===== src/rtl/alu_pkg.sv =====
// Shared definitions for the shared-ALU sequencer: ALU select codes, width defaults, FSM encoding.
package alu_pkg;

    localparam int unsigned DEF_DATA_W = 8;
    localparam int unsigned DEF_SEL_W  = 3;

    // ALU select codes; 3'b100..3'b111 are passed through and yield 0 from the ALU
    localparam logic [2:0] ALU_FWD = 3'b000;
    localparam logic [2:0] ALU_ADD = 3'b001;
    localparam logic [2:0] ALU_AND = 3'b010;
    localparam logic [2:0] ALU_OR  = 3'b011;

    // Sequencer state encoding
    localparam logic [1:0] ST_IDLE = 2'd0;
    localparam logic [1:0] ST_EXEC = 2'd1;
    localparam logic [1:0] ST_RESP = 2'd2;

    // One ALU operation as presented by a requester
    typedef struct packed {
        logic [DEF_SEL_W-1:0]  sel;
        logic [DEF_DATA_W-1:0] a;
        logic [DEF_DATA_W-1:0] b;
    } alu_op_t;

endpackage


===== src/rtl/rr_arb2.sv =====
// Two-way round-robin arbiter: grants the requester that was not served last when both are valid.
module rr_arb2 (
    input  logic clk,
    input  logic reset,
    input  logic valid0,
    input  logic valid1,
    input  logic update,
    input  logic update_id,
    output logic grant_valid_c,
    output logic grant_c
);

    logic last_grant;

    // Remember who completed last; reset value 1 lets requester 0 win the first contest
    always_ff @(posedge clk or posedge reset) begin
        if (reset) begin
            last_grant <= 1'b1;
        end else if (update) begin
            last_grant <= update_id;
        end
    end

    // Grant selection from the valid pair and the round-robin pointer
    always_comb begin
        grant_valid_c = valid0 | valid1;
        grant_c       = 1'b0;
        if (valid0 && valid1) begin
            grant_c = ~last_grant;
        end else if (valid1) begin
            grant_c = 1'b1;
        end
    end

endmodule


===== src/rtl/alu_share_ctrl.sv =====
// Shares one ALU between two requesters: accept, hold operands for ALU_LAT cycles, return result.
module alu_share_ctrl
    import alu_pkg::*;
#(
    parameter int unsigned DATA_W  = DEF_DATA_W,
    parameter int unsigned SEL_W   = DEF_SEL_W,
    parameter int unsigned ALU_LAT = 2
) (
    input  logic              clk,
    input  logic              reset,
    input  logic              req0_valid,
    output logic              req0_ready,
    input  logic [SEL_W-1:0]  req0_sel,
    input  logic [DATA_W-1:0] req0_a,
    input  logic [DATA_W-1:0] req0_b,
    output logic              rsp0_valid,
    input  logic              rsp0_ready,
    output logic [DATA_W-1:0] rsp0_data,
    input  logic              req1_valid,
    output logic              req1_ready,
    input  logic [SEL_W-1:0]  req1_sel,
    input  logic [DATA_W-1:0] req1_a,
    input  logic [DATA_W-1:0] req1_b,
    output logic              rsp1_valid,
    input  logic              rsp1_ready,
    output logic [DATA_W-1:0] rsp1_data,
    output logic [DATA_W-1:0] alu_data1,
    output logic [DATA_W-1:0] alu_data2,
    output logic [SEL_W-1:0]  alu_select,
    input  logic [DATA_W-1:0] alu_result,
    output logic              busy
);

    localparam int unsigned CNT_W = 4;

    logic [1:0]       state;
    logic [1:0]       state_next;
    logic [CNT_W-1:0] count;
    logic             owner;
    logic             grant_valid_c;
    logic             grant_c;
    logic             accept_c;
    logic             sample_c;
    logic             done_c;
    logic             rsp_ready_own_c;

    rr_arb2 u_arb (
        .clk           (clk),
        .reset         (reset),
        .valid0        (req0_valid),
        .valid1        (req1_valid),
        .update        (done_c),
        .update_id     (owner),
        .grant_valid_c (grant_valid_c),
        .grant_c       (grant_c)
    );

    // State register; busy is registered from the next state so it tracks state exactly
    always_ff @(posedge clk or posedge reset) begin
        if (reset) begin
            state <= ST_IDLE;
            busy  <= 1'b0;
        end else begin
            state <= state_next;
            busy  <= (state_next != ST_IDLE);
        end
    end

    // Next-state logic, handshake strobes and request-side ready
    always_comb begin
        state_next      = state;
        accept_c        = 1'b0;
        sample_c        = 1'b0;
        done_c          = 1'b0;
        req0_ready      = 1'b0;
        req1_ready      = 1'b0;
        rsp_ready_own_c = owner ? rsp1_ready : rsp0_ready;
        case (state)
            ST_IDLE: begin
                req0_ready = grant_valid_c && !grant_c;
                req1_ready = grant_valid_c && grant_c;
                if (grant_valid_c) begin
                    accept_c   = 1'b1;
                    state_next = ST_EXEC;
                end
            end
            ST_EXEC: begin
                if (count == '0) begin
                    sample_c   = 1'b1;
                    state_next = ST_RESP;
                end
            end
            ST_RESP: begin
                if (rsp_ready_own_c) begin
                    done_c     = 1'b1;
                    state_next = ST_IDLE;
                end
            end
            default: state_next = ST_IDLE;
        endcase
    end

    // Operand capture, settle counter, result capture and response valid flags
    always_ff @(posedge clk or posedge reset) begin
        if (reset) begin
            alu_select <= '0;
            alu_data1  <= '0;
            alu_data2  <= '0;
            owner      <= 1'b0;
            count      <= '0;
            rsp0_data  <= '0;
            rsp1_data  <= '0;
            rsp0_valid <= 1'b0;
            rsp1_valid <= 1'b0;
        end else begin
            if (accept_c) begin
                alu_select <= grant_c ? req1_sel : req0_sel;
                alu_data1  <= grant_c ? req1_a : req0_a;
                alu_data2  <= grant_c ? req1_b : req0_b;
                owner      <= grant_c;
                count      <= CNT_W'(ALU_LAT - 1);
            end
            if (state == ST_EXEC && count != '0) begin
                count <= count - CNT_W'(1);
            end
            if (sample_c) begin
                if (owner) begin
                    rsp1_data  <= alu_result;
                    rsp1_valid <= 1'b1;
                end else begin
                    rsp0_data  <= alu_result;
                    rsp0_valid <= 1'b1;
                end
            end
            if (done_c) begin
                rsp0_valid <= 1'b0;
                rsp1_valid <= 1'b0;
            end
        end
    end

endmodule


===== config.mk =====
export PLATFORM = sky130hd
export DESIGN_NAME = alu_share_ctrl
export DESIGN_NICKNAME = d
export VERILOG_FILES = /design/src/rtl/alu_pkg.sv /design/src/rtl/rr_arb2.sv /design/src/rtl/alu_share_ctrl.sv
export SDC_FILE = /design/constraint.sdc
export NUM_CORES = 1
export LEC_CHECK = 0
export CORE_ASPECT_RATIO = 1.1
export CORE_UTILIZATION = 28
export CTS_CLUSTER_SIZE = 40
export DETAILED_ROUTE_END_ITERATION = 16
export PLACE_DENSITY = 0.67
export SLEW_MARGIN = 5
export SYNTH_ARGS = -nofsm -noshare
export SYNTH_HDL_FRONTEND = slang
export SYNTH_HIERARCHICAL = 1
export SYNTH_SLANG_ARGS = --single-unit

===== constraint.sdc =====
create_clock -name clk -period 2.8 [get_ports clk]
set_clock_uncertainty 0.2 [all_clocks]
set_input_delay 0.56 -clock clk [delete_from_list [all_inputs] [get_ports clk]]
set_output_delay 0.56 -clock clk [all_outputs]
set_load 0.05 [all_outputs]

==> results.sh <==
export IMPL_yosys_area_share_adder_pct=0.622
export IMPL_finish_utilization_pct=45.3
export IMPL_syn_nets=224
export IMPL_yosys_cell_count_top_type="dfrtp_1"
export IMPL_power_leakage_uw=0.00136
export IMPL_crit_arrival_ns=1.94
export IMPL_timing_final_max_slew_violations=0
export IMPL_layout_min_cycle_time_ns=2.70
export IMPL_root_buffer="clkbuf_8"
export IMPL_startpoint_type="input pin"
export IMPL_numCtsBuffers=5
export IMPL_relSlewSlack_pct=64.8
export IMPL_yosys_area_top_type="dfrtp_1"
export IMPL_io_pins=92
export IMPL_async_reset_ff_share_pct=100
export IMPL_core_um2=6970
export IMPL_setup_ws_ns=0.103
export IMPL_post_route_period_util_pct=96.3
export IMPL_preCtsSetupSlack_ns=0.0882
export IMPL_clkTransAtPathRegs_ns=0.08
export IMPL_cts_tree="built"
export IMPL_drc=0
export IMPL_synth_xor_area_share_pct=0
export IMPL_clk_latency_ns=0.29
export IMPL_ys_warn_count=6
export IMPL_drv_cap=0
export IMPL_hpwl_um=3410
export IMPL_peakVddDrop_mv=0.574
export IMPL_port_buffers=91
export IMPL_grt_max_degree=43
export IMPL_rsz0062_at_grt="no"
export IMPL_synthMuxAreaShare_pct=20.1
export IMPL_synthFlopType="dfrtp_1"
export IMPL_start_util_pct=28.9
export IMPL_drive_gt1_share_pct=13.5
export IMPL_yosysTopAreaCellShare_pct=55.9
export IMPL_synth_common_cells="45 x dfrtp_1, 24 x o21ai_0, 21 x mux2i_1, 21 x nand2_1, 16 x mux2_2"
export IMPL_yosysUniqueCellTypes=29
export IMPL_synth_edff_count=0
export IMPL_synthSimpleGateAreaFrac_pct=11.1
export IMPL_gr_total_overflow=0
export IMPL_wl_per_cell_um=13.0
export IMPL_postPlaceCellArea_um2=3060
export IMPL_syn_inst=171
export IMPL_area_growth_pct=56.8
export IMPL_power_uw=3940
export IMPL_grt_pass1_wl_um=8040
export IMPL_synth_seq_cells=46
export IMPL_synth_compound_area_share_pct=8.51
export IMPL_powerDensity_nw_per_um2=1250
export IMPL_hold_class="flip-flop to flip-flop"
export IMPL_fin_setup_tns_ns=0
export IMPL_antenna_found_initial=0
export IMPL_outcome="completed"
export IMPL_drt_first_iter_violations=55
export IMPL_fill_cells=699
export IMPL_cts_sinks=46
export IMPL_fmax_mhz=371
export IMPL_synth_top_family_by_area="multiplexers"
export IMPL_reg2reg_slack_ns=0.49
export IMPL_gp_congestion=0.735
export IMPL_nets=318
export IMPL_setup_violations=0
export IMPL_ys_seq_area_share_pct=57.2
export IMPL_syn_area_um2=2010
export IMPL_vias_per_cell=4.52
export IMPL_routed_wl_um=4580
export IMPL_required_ns=2.04
export IMPL_synth_top_cells_by_area="dfrtp_1 56%, mux2i_1 10%, mux2_2 8.9%, o21ai_0 6.0%, nand2_1 3.9%"
export IMPL_ant_nets=0
export IMPL_die_h_um=90.9
export IMPL_grt_pass1_vias=1698
export IMPL_dieArea_um2=7530
export IMPL_htreeDepth=2
export IMPL_finalInstanceArea_um2=3160
export IMPL_rows=32
export IMPL_critPathMaxFanout=3
export IMPL_clk_path_buf_depth=2
export IMPL_crit_type="input pin to output pin"
export IMPL_via_count=1588
export IMPL_diodes=0
export IMPL_syn_mean_instance_area_um2=11.8
export IMPL_first_pass_iters=4
export IMPL_worst_setup_path_end_kind="output pin"
export IMPL_final_hold_viol_count=0
export IMPL_cts_hold_buf=0
export IMPL_die_x_um=82.8
export IMPL_grt_use_total_pct=13.3
export IMPL_tightestPinTransition_ns=0.526
## stage by stage
step,hold slack (ns),instances
after floorplan,0.250,171
after global placement,0.260,343
after detailed placement,0.269,343
after CTS,0.290,351
after global routing,0.314,351
final,0.278,351
## power breakdown
| part | leakage (uW) | internal (uW) | total, uW | switching, uW |
|---|---|---|---|---|
| Sequential | 0.000552 | 995 | 1200 | 209 |
| Clock | 0.0000482 | 199 | 415 | 216 |
| Combinational | 0.000763 | 857 | 2320 | 1460 |
| Total | 0.00136 | 2050 | 3940 | 1890 |
## layout by cell type, fill, tap and decap left out, types with 2 or more instances in the layout
cell	Yosys	final
o21ai_0	24	24
nor2_1	3	2
clkdlybuf4s50_1	0	89
mux2i_1	21	21
or3b_1	2	2
nor3b_1	2	2
nor2b_1	2	2
clkbuf_8	0	6
buf_12	0	3
mux2_2	16	16
buf_4	0	2
nand2_1	21	21
inv_1	6	5
nand3_1	4	4
dfrtp_1	45	45
## layer usage
metal	GRT usage, %	routed length, um	up-vias
li1	-	-	779
met1	15.8	1990	732
met2	22.2	2120	71
met3	5.00	406	6
met4	4.31	66	0
met5	0	0	-
## repair_timing
| action | in CTS | in global routing |
|---|---|---|
| gates resized for setup | 0 | 1 |
| setup endpoints to repair | 0 | 1 |
| buffers inserted | 0 | 0 |
## sequential cells by signal, summed over array words and instances, names as in the netlist
signal / count
alu_select: 3
rsp1_data: 8
rsp0_valid: 1
count: 4
owner: 1
alu_data2: 8
busy: 1
alu_data1: 8
rsp1_valid: 1
rsp0_data: 8
u_arb/last_grant: 1
state: 2
## cell type report
cell class	count	area [um2]	area share [%]
Inverter	6	22.5	0.713
Clock inverter	1	5.00	0.159
Tap cell	85	106	3.37
Timing Repair Buffer	94	966	30.6
Multi-Input combinational cell	112	818	25.9
Clock buffer	7	86.3	2.73
Sequential cell	46	1150	36.5
## worst max-delay path, cell delays in order
cell and delay (ns):
clkdlybuf4s50_1 0.49, or2_2 0.14, or3b_1 0.38, nor2_2 0.19, buf_12 0.17
## path summary, 6_finish.rpt
path                                end  cells past startpoint    startpoint
min in group asynchronous  alu_data1[6]                      2         reset
hold reg to reg            alu_data2[0]                      2  alu_data2[0]
setup reg to reg           rsp0_data[1]                      5      count[0]
max in group asynchronous  alu_data2[6]                      3         reset
hold / removal             alu_data2[0]                      2  alu_data2[0]
setup / recovery             req0_ready                      5    req0_valid
## kinds of logic (layout without fill, tap and decap cells)
| logic type | count (synthesis) | count (layout) |
|---|---|---|
| flip-flops | 46 | 46 |
| AND/OR/NAND/NOR | 42 | 42 |
| multiplexers | 38 | 38 |
| AO/OA/AOI/OAI | 31 | 31 |
| buffers and inverters | 13 | 108 |
| adder cells (fa/ha/maj) | 1 | 1 |
No activity file was read; power rests on OpenSTA's default activity.
